[config.mk]
export PLATFORM = sky130hd
export DESIGN_NAME = escalonador_regras_flat
export DESIGN_NICKNAME = d
export VERILOG_FILES = /design/src/rtl/fuzzy_pkg.sv /design/src/rtl/escalonador_regras_if.sv /design/src/rtl/busca_prox_par.sv /design/src/rtl/escalonador_regras.sv /design/src/flat_wrapper.sv
export SDC_FILE = /design/constraint.sdc
export NUM_CORES = 1
export LEC_CHECK = 0
export CAP_MARGIN = 20
export CORE_ASPECT_RATIO = 1.25
export CORE_MARGIN = 5
export CORE_UTILIZATION = 66
export DETAILED_ROUTE_END_ITERATION = 10
export DONT_BUFFER_PORTS = 1
export GPL_TIMING_DRIVEN = 0
export PLACE_DENSITY = 0.81
export SYNTH_ARGS = -nofsm -noshare
export SYNTH_HDL_FRONTEND = slang
export SYNTH_HIERARCHICAL = 1
export SYNTH_SLANG_ARGS = --single-unit
[constraint.sdc]
create_clock -name clk_0 -period 4.8 [get_ports clk_0]
set_input_delay 0.96 -clock clk_0 [delete_from_list [all_inputs] [get_ports clk_0]]
set_output_delay 0.96 -clock clk_0 [all_outputs]
set_load 0.005 [all_outputs]
[src/rtl/fuzzy_pkg.sv]
// Shared types and helpers for the interval type-2 fuzzy processor datapath.
// Holds the scheduler state encoding, grid size and rule-code packing.
package fuzzy_pkg;

    typedef enum logic [1:0] {
        IDLE  = 2'd0,
        LIMPA = 2'd1,
        VARRE = 2'd2,
        FIM   = 2'd3
    } estado_t;

    localparam int N_PERT  = 3;
    localparam int W_REGRA = 4;

    // Rule code is the two membership indices concatenated, input 1 in the high half.
    function automatic logic [W_REGRA-1:0] empacota_regra(input logic [1:0] i, input logic [1:0] j);
        return {i, j};
    endfunction

endpackage

[src/rtl/escalonador_regras_if.sv]
// Start/abort/mask inputs and rule-code outputs of the rule scheduler.
// The master side (fuzzification/control) drives requests; the slave is the scheduler.
interface escalonador_regras_if;
    logic       inicio;
    logic       aborta;
    logic [5:0] Ativo;
    logic [3:0] regra;
    logic       regra_valida;
    logic       reset_inf;
    logic       ocupado;
    logic       fim;

    modport master (
        output inicio, aborta, Ativo,
        input  regra, regra_valida, reset_inf, ocupado, fim
    );

    modport slave (
        input  inicio, aborta, Ativo,
        output regra, regra_valida, reset_inf, ocupado, fim
    );
endinterface

[src/rtl/busca_prox_par.sv]
// Combinational finder for the next eligible (i,j) pair strictly after the
// current one in row-major order over the 3x3 rule grid.
module busca_prox_par
    import fuzzy_pkg::*;
(
    input  logic [2*N_PERT-1:0] mask_r,
    input  logic [1:0]          i_atual,
    input  logic [1:0]          j_atual,
    output logic                encontrado,
    output logic [1:0]          i_prox,
    output logic [1:0]          j_prox
);

    logic [N_PERT*N_PERT-1:0] elegivel;
    logic [3:0]               pos_atual;

    generate
        for (genvar gi = 0; gi < N_PERT; gi++) begin : g_linha
            for (genvar gj = 0; gj < N_PERT; gj++) begin : g_coluna
                assign elegivel[gi*N_PERT+gj] = mask_r[gi] & mask_r[N_PERT+gj];
            end
        end
    endgenerate

    assign pos_atual = 4'(i_atual) * 4'(N_PERT) + 4'(j_atual);

    // Scanning from the top down lets the lowest later position win.
    always_comb begin
        encontrado = 1'b0;
        i_prox     = i_atual;
        j_prox     = j_atual;
        for (int k = N_PERT*N_PERT-1; k >= 0; k--) begin
            if (elegivel[k] && (4'(k) > pos_atual)) begin
                encontrado = 1'b1;
                i_prox     = 2'(k / N_PERT);
                j_prox     = 2'(k % N_PERT);
            end
        end
    end

endmodule

[src/rtl/escalonador_regras.sv]
// Rule scheduler: walks the 3x3 rule grid, holding each code CICLOS_REGRA cycles.
// Define ESCALONADOR_SALTO_EN to skip pairs whose memberships are inactive.
module escalonador_regras
    import fuzzy_pkg::*;
#(
    parameter int unsigned CICLOS_REGRA = 2
) (
    input logic                  clk_0,
    input logic                  Srst,
    escalonador_regras_if.slave  bus
);

    localparam logic [3:0] ULTIMO = 4'(CICLOS_REGRA - 1);

    estado_t      estado_q, estado_d;
    logic [5:0]   mask_q, mask_d;
    logic [5:0]   mask_eff;
    logic [1:0]   i_q, i_d, j_q, j_d;
    logic [3:0]   cnt_q, cnt_d;
    logic [W_REGRA-1:0] regra_q, regra_d;
    logic         valida_q, valida_d;
    logic         reset_inf_q, reset_inf_d;
    logic         ocupado_q, ocupado_d;
    logic         fim_q, fim_d;

    logic         encontrado;
    logic [1:0]   i_prox, j_prox;
    logic         primeiro_elegivel;

`ifdef ESCALONADOR_SALTO_EN
    assign mask_eff = mask_q;
`else
    assign mask_eff = mask_q | 6'h3F;
`endif

    // The finder only looks past the current pair, so (0,0) is tested directly in LIMPA.
    assign primeiro_elegivel = mask_eff[0] & mask_eff[N_PERT];

    busca_prox_par u_busca (
        .mask_r     (mask_eff),
        .i_atual    (i_q),
        .j_atual    (j_q),
        .encontrado (encontrado),
        .i_prox     (i_prox),
        .j_prox     (j_prox)
    );

    always_comb begin
        estado_d = estado_q;
        mask_d   = mask_q;
        i_d      = i_q;
        j_d      = j_q;
        cnt_d    = cnt_q;
        case (estado_q)
            IDLE: begin
                if (bus.inicio && !bus.aborta) begin
                    mask_d   = bus.Ativo;
                    i_d      = 2'd0;
                    j_d      = 2'd0;
                    cnt_d    = 4'd0;
                    estado_d = LIMPA;
                end
            end
            LIMPA: begin
                cnt_d = 4'd0;
                if (primeiro_elegivel) begin
                    estado_d = VARRE;
                end else if (encontrado) begin
                    i_d      = i_prox;
                    j_d      = j_prox;
                    estado_d = VARRE;
                end else begin
                    estado_d = FIM;
                end
            end
            VARRE: begin
                if (cnt_q == ULTIMO) begin
                    cnt_d = 4'd0;
                    if (encontrado) begin
                        i_d = i_prox;
                        j_d = j_prox;
                    end else begin
                        estado_d = FIM;
                    end
                end else begin
                    cnt_d = cnt_q + 4'd1;
                end
            end
            FIM: begin
                estado_d = IDLE;
            end
            default: begin
                estado_d = IDLE;
            end
        endcase
        if ((estado_q != IDLE) && bus.aborta) begin
            estado_d = IDLE;
            cnt_d    = 4'd0;
        end
    end

    // Outputs are decoded from the next state so they appear registered with the state.
    always_comb begin
        regra_d     = '0;
        valida_d    = 1'b0;
        reset_inf_d = 1'b0;
        ocupado_d   = 1'b0;
        fim_d       = 1'b0;
        case (estado_d)
            LIMPA: begin
                reset_inf_d = 1'b1;
                ocupado_d   = 1'b1;
            end
            VARRE: begin
                valida_d  = 1'b1;
                ocupado_d = 1'b1;
                regra_d   = empacota_regra(i_d, j_d);
            end
            FIM: begin
                fim_d     = 1'b1;
                ocupado_d = 1'b1;
            end
            default: begin
                regra_d = '0;
            end
        endcase
    end

    always_ff @(posedge clk_0 or posedge Srst) begin
        if (Srst) begin
            estado_q    <= IDLE;
            mask_q      <= '0;
            i_q         <= '0;
            j_q         <= '0;
            cnt_q       <= '0;
            regra_q     <= '0;
            valida_q    <= 1'b0;
            reset_inf_q <= 1'b0;
            ocupado_q   <= 1'b0;
            fim_q       <= 1'b0;
        end else begin
            estado_q    <= estado_d;
            mask_q      <= mask_d;
            i_q         <= i_d;
            j_q         <= j_d;
            cnt_q       <= cnt_d;
            regra_q     <= regra_d;
            valida_q    <= valida_d;
            reset_inf_q <= reset_inf_d;
            ocupado_q   <= ocupado_d;
            fim_q       <= fim_d;
        end
    end

    assign bus.regra        = regra_q;
    assign bus.regra_valida = valida_q;
    assign bus.reset_inf    = reset_inf_q;
    assign bus.ocupado      = ocupado_q;
    assign bus.fim          = fim_q;

endmodule

[src/flat_wrapper.sv]
// flat-port wrapper written by rule: the top's interface ports become plain ports
module escalonador_regras_flat import fuzzy_pkg::*;
#(
    parameter int unsigned CICLOS_REGRA = 2
)
  (clk_0, Srst, bus_inicio, bus_aborta, bus_Ativo, bus_regra, bus_regra_valida, bus_reset_inf, bus_ocupado, bus_fim);
  escalonador_regras_if bus_i ();
  input logic clk_0;
  input logic Srst;
  input wire logic [$bits(bus_i.inicio)-1:0] bus_inicio;
  input wire logic [$bits(bus_i.aborta)-1:0] bus_aborta;
  input wire logic [$bits(bus_i.Ativo)-1:0] bus_Ativo;
  output wire logic [$bits(bus_i.regra)-1:0] bus_regra;
  output wire logic [$bits(bus_i.regra_valida)-1:0] bus_regra_valida;
  output wire logic [$bits(bus_i.reset_inf)-1:0] bus_reset_inf;
  output wire logic [$bits(bus_i.ocupado)-1:0] bus_ocupado;
  output wire logic [$bits(bus_i.fim)-1:0] bus_fim;
  assign bus_i.inicio = bus_inicio;
  assign bus_i.aborta = bus_aborta;
  assign bus_i.Ativo = bus_Ativo;
  assign bus_regra = bus_i.regra;
  assign bus_regra_valida = bus_i.regra_valida;
  assign bus_reset_inf = bus_i.reset_inf;
  assign bus_ocupado = bus_i.ocupado;
  assign bus_fim = bus_i.fim;
  escalonador_regras #(.CICLOS_REGRA(CICLOS_REGRA)) u_core (.clk_0(clk_0), .Srst(Srst), .bus(bus_i));
endmodule
Yosys cells after proc, flatten, opt, wreduce, memory -nomap -nowiden

Index checks and enable logic that the tools add are counted.

Bits in read-only memories: 0
Memories: 0
Latch bits: 0
Register bits after elaboration: 18
Bits of input ports: 10
Word-level logic and storage cells: 86
RAM bits: 0
Output and inout port bits: 8

Multiplexer cells: 49
Add/subtract/negate cells: 2
Multipliers: 1
Equal/unequal tests: 8
Reduce and logical (&&, ||, !) cells: 8
Div/mod/pow operators: 0
Shifts and indexed selects: 0
$lt $le $gt $ge: 9
Bitwise operators: 0

Operator list:

| cell                                                         | count |
|---|---|
| 2-to-1 mux 2 bit                                             | 28 |
| greater-than comparator 3 x 4 -> 1 bit, first input constant | 4 |
| 2-to-1 mux 4 bit                                             | 4 |
| 2-to-1 mux 1 bit                                             | 13 |
| one-hot mux 4 bit (3 select lines)                           | 1 |
| == test 2 bit, second input constant                         | 4 |
| greater-than comparator 1 x 4 -> 1 bit, first input constant | 2 |
| greater-than comparator 2 x 4 -> 1 bit, first input constant | 2 |
| one-hot mux 2 bit (2 select lines)                           | 2 |
| one-hot mux 2 bit (4 select lines)                           | 1 |
| adder 4 x 1 -> 4 bit, second input constant                  | 1 |
| adder 4 x 2 -> 4 bit                                         | 1 |
| == test 2 x 1 -> 1 bit, second input constant                | 2 |
| == test 4 x 1 -> 1 bit, second input constant                | 1 |
| greater-than comparator 4 bit, first input constant          | 1 |
| multiplier 2 x 2 -> 4 bit, second input constant             | 1 |
| nonzero test 4 bit                                           | 1 |
| != test 3 x 1 -> 1 bit, second input constant                | 1 |
| OR reduction 3 bit                                           | 1 |
| logical AND 1 bit                                            | 2 |
| logical NOT 2 bit                                            | 1 |
| AND reduction 2 bit                                          | 1 |
| nonzero test 2 bit                                           | 1 |
| logical NOT 1 bit                                            | 1 |

Depth between registers and ports, before layout

Gate-level depths: netlist (run 1).

Word-level depth: 19
Depth in mapped cells: 13
Mapped depth without buffers: 13

Modules after synthesis

The synthesis (run 1) kept the hierarchy.

Modules (own cells, without submodules):

| module             | times used | sequential area each (um2) | area each (um2) | cells each |
|---|---|---|---|---|
| escalonador_regras | 1          | 450.4                      | 844.6           | 81 |
| busca_prox_par     | 1          | 0.0                        | 304.0           | 43 |

Worst setup path after synthesis (run 1)

No wires, ideal clock.

Path kind: flip-flop to flip-flop
Start: register u_core.i_q[0]
End: register u_core.regra_q[0], in the netlist u_core/bus.regra[0]
Setup time: 123 ps
Slack: 1,730 ps
Path buffers: 0
Data required time: 4,677 ps
Clock period less this slack: 3,070 ps
Cell stages (with the launch flop): 14
Arrival time: 2,947 ps
Path through: dfrtp_1 > inv_1 > fa_1 > inv_1 > ha_1 > fa_1 > nor2_1 > nand3_1 > nand4_1 > nand2b_1 > and4bb_2 > nor2_1 > o21ai_1 > a21oi_2

Cells in the longest elaborated chain, start to end: 18
Elaborated cells between the ends (all ways): 38
Classes of those cells: 1 x add/sub; 1 x mul; 9 x order compare; 1 x eq/ne; 26 x mux

RTL lines:

| element                            | RTL line                  | RTL |
|---|---|---|
| from (decl)                        | escalonador_regras.sv:18  | `logic [1:0] i_q, i_d, j_q, j_d;` |
| from (signal assigned)             | escalonador_regras.sv:144 | `i_q <= i_d;` |
| multiplier 2 x 2 -> 4 bit *        | busca_prox_par.sv:25      | `assign pos_atual = 4'(i_atual) * 4'(N_PERT) + 4'(j_atual);` |
| adder 4 x 2 -> 4 bit *             | busca_prox_par.sv:25      |  |
| greater-than comparator 4 bit      | busca_prox_par.sv:33      | `if (elegivel[k] && (4'(k) > pos_atual)) begin` |
| 2-to-1 mux 1 bit (8 in a row)      | busca_prox_par.sv:33      |  |
| 2-to-1 mux 1 bit *                 | busca_prox_par.sv:33      |  |
| net u_core.encontrado              | escalonador_regras.sv:26  | `logic encontrado;` |
| 2-to-1 mux 2 bit                   | escalonador_regras.sv:79  | `if (encontrado) begin` |
| 2-to-1 mux 2 bit                   | escalonador_regras.sv:77  | `if (cnt_q == ULTIMO) begin` |
| one-hot mux 2 bit (4 select lines) | escalonador_regras.sv:54  | `case (estado_q)` |
| 2-to-1 mux 2 bit                   | escalonador_regras.sv:96  | `if ((estado_q != IDLE) && bus.aborta) begin` |
| == test 2 bit                      | escalonador_regras.sv:109 | `case (estado_d)` |
| 2-to-1 mux 4 bit *                 | escalonador_regras.sv:109 |  |
| net u_core.regra_d[0]              | escalonador_regras.sv:20  | `logic [W_REGRA-1:0] regra_q, regra_d;` |
| to (signal assigned)               | escalonador_regras.sv:147 | `regra_q <= regra_d;` |
| to (decl)                          | escalonador_regras.sv:20  |  |

The timed path passes the listed nets; every way through them passes the cells marked *.
A chain may end at the register's enable or synchronous reset.

Worst setup path after layout (run 1)

Same ends and word-level chain as after synthesis.

==> run_results.csv, run 1 <==
group,metric,value,unit
outcome,outcome,"finished, final reports clean",
worst_setup_path,worstPathRequired,4980,ps
worst_setup_path,start_kind,"flop",
worst_setup_path,worst_path_max_delay_cell,"fa_1",
run,cap_violations,0,
layout,fillers,115,
global_routing,grt_overflow_total,0,
layout,regArea,450,um^2
timing,rsz0062_at_grt,"false",
place,portBuffers,0,
layout,finalNonFillerCells,167,
synth,yosysWarningCount,6,
worst_setup_path,crit_chain,"inv_1 -> fa_1 -> inv_1 -> ha_1 -> fa_1 -> nor2_1 -> nand3_1 -> nand4_1 -> nand2b_1 -> and4bb_2 -> nor2_1 -> o21ai_1 -> a21oi_2",
timing,holdWs,561,ps
place,gp_congestion,0.803,
die,die_y,56.6,um
pwr,peakVddDrop,152,uV
worst_setup_path,path_class,"flop to flop",
global_routing,grt.total_usage,23.0,%
worst_setup_path,timing.rr.start,"u_core/i_q[0]",
detailed_routing,drtIter0Drc,20,
worst_setup_path,worstSetupStartpoint,"u_core/i_q[0]",
pwr,power.leakage,0.600,nW
detailed_routing,firstDrtPassIters,4,
layout,final_nets,166,
global_routing,grt_pass1_wl,4550,um
detailed_routing,vias_per_cell,6.09,
layout,multi_input_area,733,um^2
synth,synth_cell_types,40,
synth,synth_area,1150,um^2
detailed_routing,antenna_left,0,
worst_setup_path,reg2reg_setup_slack,1200,ps
layout,syn_to_final_growth,12.0,%
timing,worst_pin_slew,661,ps
global_routing,grt_pass1_vias,1023,
layout,diodes,0,
timing,drv_slew,0,
place,placed_cells,163,
timing,skew,6.38,ps
cts,cts_resized,0,
cts,ctsRootBufferMaster,"clkbuf_4",
detailed_routing,finalWirelength,2580,um
die,die_w,47.3,um
cts,cts.reportedPaths.clkPinSlew,100,ps
worst_setup_path,r2r_cells,13,
cts,cts_setup_buffers,0,
detailed_routing,wire_per_inst,15.4,um
cts,clock_sinks,18,
die,io_pins,18,
worst_setup_path,reg2reg_to,"u_core/bus.regra[0]",
timing,hold_viol_final,0,
pwr,p_per_area,241,nW/um^2
synth,ys_ff_latch,18,
timing,tns,0,ps
die,die-area,2680,um^2
worst_setup_path,cp-end-kind,"flop",
global_routing,grt_max_degree,19,
cts,worst_skew_pair.late_latency,290,ps
synth,ys_seq_area_share,39.2,%
place,hpwl,1850,um
cts,cts_tree,"yes",
worst_setup_path,slowest_delay,550,ps
die,design.core.area,1600,um^2
synth,syn-instance-count,124,
detailed_routing,vias,1017,
worst_setup_path,worstPathMaxFanout,6,
global_routing,antenna_found_initial,0,
timing,max_freq,278,MHz
timing,max_slew_margin,55.9,%
timing,fin_crit_sh,75.0,%
worst_setup_path,critPathCapture,"u_core/bus.regra[0]",
detailed_routing,drc_errors,0,
timing,period_minus_slack,3600,ps
cts,htree_levels,1,
die,rows,16,
cts,cts_made_buffers,3,
worst_hold_path,hold_path_class,"flop to flop",
die,start_util,71.7,%
layout,drive_above_1_share,10.7,%
cts,cts.path.max_buffers,2,
synth,synth.avg_cell_area,9.26,um^2
worst_setup_path,worstPathArrival,3780,ps
timing,finalSetupViolCount,0,
cts,holdBufCountCts,0,
## power breakdown
part	internal, mW	switching, mW
Sequential	0.157	0.00511
Clock	0.0462	0.0465
Combinational	0.0206	0.0352
Total	0.224	0.0868
## metal layers
layer / up-vias / wire length (um) / track usage, %
li1: 479 / - / -
met1: 493 / 926 / 26.3
met3: 8 / 96 / 0.958
met2: 37 / 1490 / 41.4
met5: - / 0 / 0
met4: 0 / 63 / 9.49
## cell usage after synthesis (all sizes together)
master | n | share of area, %
a211oi | 1 | 0.65
a21boi | 1 | 0.65
a21oi | 5 | 2.5
a311o | 1 | 0.87
a31oi | 5 | 4.4
and2b | 1 | 0.65
and3 | 3 | 2.1
and4bb | 1 | 1.1
buf | 2 | 0.87
clkbuf | 1 | 0.33
conb | 1 | 0.33
dfrtp | 18 | 39
fa | 2 | 3.5
ha | 4 | 4.4
inv | 8 | 2.6
mux2i | 1 | 0.87
nand2 | 10 | 3.3
nand2b | 5 | 2.7
nand3 | 18 | 7.8
nand3b | 1 | 0.65
nand4 | 2 | 1.1
nand4b | 1 | 0.76
nor2 | 5 | 1.6
nor2b | 5 | 3.4
nor3 | 3 | 1.3
nor3b | 1 | 0.65
o211ai | 2 | 1.3
o21ai | 8 | 3.5
o21bai | 1 | 0.65
o22a | 1 | 1.5
o311ai | 1 | 1.4
o31ai | 2 | 1.3
or3 | 1 | 0.55
or3b | 2 | 1.5
## critical path: cells and delay by family, from the launching register on
family | cells | cell delay, ps
simple gates | 6 | 1320
fa+ha+maj | 3 | 1240
flops | 1 | 460
compound gates | 2 | 320
buf+inv | 2 | 140
## how the worst min path moves through the flow
stage / to / cells past startpoint / startpoint / slack (ps)
after floorplan: u_core/cnt_q[3] / 1 / u_core/cnt_q[3] / 480
after global placement: u_core/cnt_q[3] / 1 / u_core/cnt_q[3] / 500
after detailed placement: u_core/cnt_q[3] / 1 / u_core/cnt_q[3] / 530
after CTS: u_core/cnt_q[0] / 1 / u_core/cnt_q[0] / 560
after global routing: u_core/cnt_q[0] / 1 / u_core/cnt_q[0] / 590
final: u_core/cnt_q[0] / 1 / u_core/cnt_q[0] / 560
## layout make-up
cell class / instances / area share (%)
Tap cell: 18 / 1.75
Buffer: 3 / 1.07
Sequential cell: 18 / 35.0
Inverter: 8 / 2.33
Multi-Input combinational cell: 116 / 57.0
Clock buffer: 4 / 2.82
## layout by cell type (no fill, tap or decap), types with 2 or more instances in the layout
| cell type | count |
|---|---|
| a21oi_1 | 4 |
| nor2b_1 | 4 |
| nand3_1 | 18 |
| or3b_1 | 2 |
| nand4_1 | 2 |
| clkbuf_4 | 3 |
| o211ai_1 | 2 |
| nand2b_1 | 5 |
| dfrtp_1 | 18 |
| o21ai_0 | 4 |
| a31oi_2 | 3 |
| fa_1 | 2 |
| nor3_1 | 3 |
| o31ai_1 | 2 |
| and3_1 | 2 |
| ha_1 | 4 |
| conb_1 | 22 |
| o21ai_1 | 4 |
| a31oi_1 | 2 |
| inv_1 | 7 |
| buf_2 | 2 |
| nor2_1 | 5 |
| nand2_1 | 10 |
## flip-flops by register name (all words and copies together) (netlist names)
| name | count |
|---|---|
| u_core/bus.ocupado | 1 |
| u_core/estado_q | 2 |
| u_core/i_q | 2 |
| u_core/bus.fim | 1 |
| u_core/bus.regra_valida | 1 |
| u_core/j_q | 2 |
| u_core/cnt_q | 4 |
| u_core/bus.regra | 4 |
| u_core/bus.reset_inf | 1 |
## through the flow
step           util (%)  instance area, um^2  setup WS (ps)  total power [mW]
6_report           80.3                 1290           1200             0.311
5_1_grt            80.3                 1290            998             0.324
4_1_cts            80.3                 1290           1240             0.312
3_5_place_dp       78.0                 1250           1330             0.219
3_3_place_gp       78.0                 1250           1380             0.216
2_1_floorplan         -                 1230           1730             0.208
## kinds of logic after synthesis
family          after synthesis  share of synthesized area (%)
fa+ha+maj                     6                           7.84
mux                           1                          0.871
other cells                   1                          0.326
compound gates               28                           18.7
simple gates                 59                           29.2
buf+inv                      11                           3.81
flops                        18                           39.2
Power figures use the tool's default switching activity.
==> run 2: changes to the inputs <==
--- a/config.mk
+++ b/config.mk
@@ -8,11 +8,11 @@
 export CAP_MARGIN = 20
 export CORE_ASPECT_RATIO = 1.25
 export CORE_MARGIN = 5
-export CORE_UTILIZATION = 66
+export CORE_UTILIZATION = 61
 export DETAILED_ROUTE_END_ITERATION = 10
 export DONT_BUFFER_PORTS = 1
 export GPL_TIMING_DRIVEN = 0
-export PLACE_DENSITY = 0.81
+export PLACE_DENSITY = 0.76
 export SYNTH_ARGS = -nofsm -noshare
 export SYNTH_HDL_FRONTEND = slang
 export SYNTH_HIERARCHICAL = 1
==> constraint.sdc (replaced) <==
create_clock -name clk_0 -period 3.7 [get_ports clk_0]
set_input_delay 0.74 -clock clk_0 [delete_from_list [all_inputs] [get_ports clk_0]]
set_output_delay 0.74 -clock clk_0 [all_outputs]
set_load 0.005 [all_outputs]
==> run_results.csv, run 2 (synthesis results as in run 1) <==
group,metric,value,unit
cts,cts.reportedPaths.clkPinSlew,100,ps
timing,rsz0062_at_grt,"false",
place,portBuffers,0,
outcome,outcome,"finished, final reports clean",
pwr,power.leakage,0.600,nW
global_routing,grt.total_usage,15.7,%
global_routing,grt_overflow_total,0,
pwr,power,397,uW
timing,max_freq,292,MHz
place,hpwl,1680,um
timing,period_minus_slack,3430,ps
detailed_routing,vias,951,
worst_setup_path,worstPathMaxFanout,6,
cts,cts_tree,"yes",
layout,multi_input_area,733,um^2
place,placedInstanceArea,1250,um^2
run,cap_violations,0,
detailed_routing,drc_errors,0,
cts,htree_levels,1,
detailed_routing,antenna_left,0,
worst_setup_path,start_kind,"flop",
layout,final_common_cell,"conb_1",
timing,tns,0,ps
layout,diodes,0,
die,die_y,58.5,um
die,io_pins,18,
layout,regArea,450,um^2
worst_setup_path,worst_path_max_delay_cell,"fa_1",
timing,hold_viol_final,0,
pwr,p_per_area,308,nW/um^2
cts,clock_sinks,18,
detailed_routing,firstDrtPassIters,4,
worst_hold_path,hold_path_class,"input pin to async pin",
layout,final_cell_mix,"conb_1, nand3_1, dfrtp_1",
timing,skew,1.70,ps
global_routing,grt_max_degree,19,
layout,final_nets,166,
cts,cts_resized,0,
worst_setup_path,critical_path.top_delay_family,"simple AND/OR/NAND/NOR gates",
die,die_w,48.8,um
cts,cts_made_buffers,3,
timing,max_slew_margin,56.5,%
die,rows,17,
cts,cts_setup_buffers,0,
worst_setup_path,path_class,"flop to flop",
worst_setup_path,worstPathRequired,3880,ps
worst_setup_path,timing.rr.start,"u_core/i_q[0]",
worst_setup_path,worstPathArrival,3600,ps
timing,finalSetupViolCount,0,
detailed_routing,wire_per_inst,12.1,um
die,start_util,64.3,%
layout,fillers,144,
worst_setup_path,crit_chain,"inv_1 -> fa_1 -> inv_1 -> ha_1 -> fa_1 -> nor2_1 -> nand3_1 -> nand4_1 -> nand2b_1 -> and4bb_2 -> nor2_1 -> o21ai_1 -> a21oi_2",
cts,ctsRootBufferMaster,"clkbuf_4",
global_routing,grt_pass1_wl,3570,um
detailed_routing,vias_per_cell,5.66,
cts,holdBufCountCts,0,
worst_setup_path,path_buf_inv,2,
worst_setup_path,slowest_delay,540,ps
detailed_routing,finalWirelength,2040,um
global_routing,antenna_found_initial,0,
global_routing,grt_pass1_vias,910,
timing,fin_crit_sh,92.6,%
worst_setup_path,worstSetupStartpoint,"u_core/i_q[0]",
layout,fin_area,1290,um^2
timing,worst_pin_slew,652,ps
place,gp_congestion,0.819,
detailed_routing,drtIter0Drc,18,
cts,worst_skew_pair.late_latency,280,ps
layout,drive_above_1_share,10.7,%
cts,cts.path.max_buffers,2,
die,die-area,2860,um^2
timing,drv_slew,0,
die,design.core.area,1790,um^2
pwr,peakVddDrop,142,uV
layout,syn_to_final_growth,12.1,%
worst_setup_path,cp-end-kind,"flop",
run 2: worst paths after layout:
| check | end | slack (ps) | depth (start not counted) |
|---|---|---|---|
| worst min register to register | u_core/cnt_q[3] | 530 | 1 |
| worst max register to register | u_core/bus.regra[0] | 270 | 13 |
| max in group asynchronous | u_core/j_q[1] | 2860 | 1 |
| worst min-delay path | u_core/cnt_q[3] | 420 | 1 |
| worst max-delay path | u_core/bus.regra[0] | 270 | 13 |
| min in group clk_0 | u_core/estado_q[1] | 500 | 1 |
run 2: layout make-up:
| class | instances | share of cell area (%) |
|---|---|---|
| multi-input cells | 116 | 56.9 |
| flip-flops and latches | 18 | 35.0 |
| clock buffers | 4 | 2.82 |
| inverters | 8 | 2.33 |
| well taps | 19 | 1.85 |
| plain buffers | 3 | 1.07 |
run 2: power breakdown:
part / total, mW / leakage [nW] / switching (mW) / internal, mW
combinational: 0.0692 / 0.332 / 0.0427 / 0.0266
sequential: 0.210 / 0.247 / 0.00628 / 0.204
clock: 0.118 / 0.0210 / 0.0577 / 0.0598
run 2: per-stage QoR:
step / utilization [%] / setup WS [ps] / hold WS, ps / instances
4_1_cts: 72.1 / 278 / 444 / 168
2_1_floorplan: - / 630 / 475 / 145
3_5_place_dp: 70.0 / 315 / 513 / 164
6_report: 72.1 / 275 / 424 / 168
3_3_place_gp: 70.0 / 313 / 506 / 164
5_1_grt: 72.1 / 16.3 / 460 / 168
run 2: layer usage:
metal  up-vias  share of wire (%)  GRT usage [%]
met5         -                  0              0
met4         0                3.5           9.62
met3         6                2.5           1.52
met2        17                 55           31.5
met1       447                 39           15.1
li1        481                  -              -
==> run 3: changes to the inputs <==
--- a/config.mk
+++ b/config.mk
@@ -8,11 +8,11 @@
 export CAP_MARGIN = 20
 export CORE_ASPECT_RATIO = 1.25
 export CORE_MARGIN = 5
-export CORE_UTILIZATION = 61
+export CORE_UTILIZATION = 55
 export DETAILED_ROUTE_END_ITERATION = 10
 export DONT_BUFFER_PORTS = 1
 export GPL_TIMING_DRIVEN = 0
-export PLACE_DENSITY = 0.76
+export PLACE_DENSITY = 0.69
 export SYNTH_ARGS = -nofsm -noshare
 export SYNTH_HDL_FRONTEND = slang
 export SYNTH_HIERARCHICAL = 1
==> run_results.csv, run 3 (synthesis results as in run 1) <==
group,metric,value,unit
place,placedInstanceArea,1250,um^2
die,io_pins,18,
cts,htree_levels,1,
timing,fin_crit_sh,90.8,%
timing,rsz0062_at_grt,"false",
layout,regArea,450,um^2
pwr,peakVddDrop,139,uV
layout,finish.utilization,65.4,%
timing,max_slew_margin,55.6,%
worst_setup_path,critical_path.top_delay_family,"adder cells",
timing,worst_pin_slew,665,ps
place,gp_congestion,0.788,
pwr,pwr-share-comb,17.7,%
detailed_routing,firstDrtPassIters,4,
cts,clock_sinks,18,
die,rows,18,
layout,syn_to_final_growth,12.9,%
worst_setup_path,worstPathMaxFanout,6,
cts,worst_skew_pair.late_latency,290,ps
cts,ctsRootBufferMaster,"clkbuf_4",
pwr,p_int,290,uW
worst_setup_path,path_buf_inv,2,
worst_setup_path,cp-end-kind,"flop",
layout,final_nets,166,
pwr,power,397,uW
detailed_routing,vias,953,
layout,diodes,0,
timing,finalSetupViolCount,0,
pwr,clockPowerShare,29.5,%
detailed_routing,finalWirelength,2150,um
die,die_y,61.1,um
layout,multi_input_area,741,um^2
global_routing,grt_pass1_wl,3710,um
worst_hold_path,hold_path_class,"input pin to async pin",
layout,drive_above_1_share,11.4,%
cts,cts_setup_buffers,0,
detailed_routing,drc_errors,0,
worst_setup_path,crit_chain,"inv_1 -> fa_1 -> inv_1 -> ha_1 -> fa_1 -> nor2_4 -> nand3_1 -> nand4_1 -> nand2b_1 -> and4bb_2 -> nor2_1 -> o21ai_1 -> a21oi_2",
layout,fin_area,1300,um^2
pwr,switching_share,26.9,%
worst_setup_path,slowest_delay,530,ps
die,die_w,50.9,um
cts,cts.path.max_buffers,2,
cts,cts.reportedPaths.clkPinSlew,100,ps
layout,final_cell_mix,"conb_1, nand3_1, dfrtp_1",
global_routing,antenna_found_initial,0,
run,cap_violations,0,
pwr,power.leakage,0.603,nW
global_routing,grt_pass1_vias,874,
timing,drv_slew,0,
worst_setup_path,worst_path_max_delay_cell,"fa_1",
worst_setup_path,worstPathArrival,3540,ps
detailed_routing,vias_per_cell,5.64,
timing,hold_viol_final,0,
global_routing,grt.total_usage,15.6,%
outcome,outcome,"finished, final reports clean",
place,hpwl,1750,um
worst_setup_path,worstPathRequired,3880,ps
cts,cts_made_buffers,3,
die,design.core.area,1980,um^2
die,start_util,58.0,%
layout,final_common_cell,"conb_1",
timing,period_minus_slack,3360,ps
layout,fillers,193,
die,die-area,3110,um^2
timing,max_freq,298,MHz
timing,tns,0,ps
pwr,power_frac_seq,52.8,%
detailed_routing,drtIter0Drc,10,
place,portBuffers,0,
worst_setup_path,path_class,"flop to flop",
cts,cts_tree,"yes",
detailed_routing,wire_per_inst,12.7,um
pwr,p_sw,107,uW
global_routing,grt_max_degree,19,
pwr,p_per_area,306,nW/um^2
global_routing,grt_overflow_total,0,
worst_setup_path,start_kind,"flop",
timing,skew,1.06,ps
detailed_routing,antenna_left,0,
## run 3: cell types whose count changed in the layout (fill, tap and decap cells not counted)
cell,change
nor2_4,+1
nor2_1,-1
## run 3: power groups by stage
stage | Sequential, mW | Clock (mW) | Combinational (mW)
finish | 0.210 | 0.117 | 0.0703
global route | 0.211 | 0.130 | 0.0809
CTS | 0.210 | 0.123 | 0.0702
detailed placement | 0.214 | 0 | 0.0697
global placement | 0.213 | 0 | 0.0688
floorplan | 0.212 | 0 | 0.0576
## run 3: stage by stage
stage               cells  hold slack [ps]  worst slack [ps]
floorplan             145              475               630
global placement      165              506               251
detailed placement    165              514               215
CTS                   169              438               177
global route          169              469              43.4
finish                169              425               341
## run 3: cell type report
cell class	instances	share of cell area, %
Tap cell	20	1.93
Sequential cell	18	34.7
Buffer	3	1.06
Inverter	8	2.32
Multi-Input combinational cell	116	57.1
Clock buffer	4	2.80
## run 3: path summary, 6_finish.rpt
path / slack [ps] / cells after the start / start / to
setup / recovery: 340 / 13 / u_core/i_q[0] / u_core/bus.regra[0]
hold / removal: 430 / 1 / Srst / u_core/cnt_q[1]
setup reg to reg: 340 / 13 / u_core/i_q[0] / u_core/bus.regra[0]
hold reg to reg: 520 / 1 / u_core/cnt_q[3] / u_core/cnt_q[3]
max in group asynchronous: 2850 / 1 / Srst / u_core/bus.fim
min in group clk_0: 500 / 1 / bus_aborta / u_core/estado_q[1]
## run 3: routing by layer
metal	GRT usage [%]	wire, um	vias up
li1	-	-	477
met1	17.7	829	446
met2	28.0	1200	24
met3	1.94	68	6
met4	8.76	54	0
met5	0	0	-
## run 3: repair_timing
item	CTS	global route
endpoints found under the setup margin	0	5
resized for setup	0	2
hold buffers	0	0
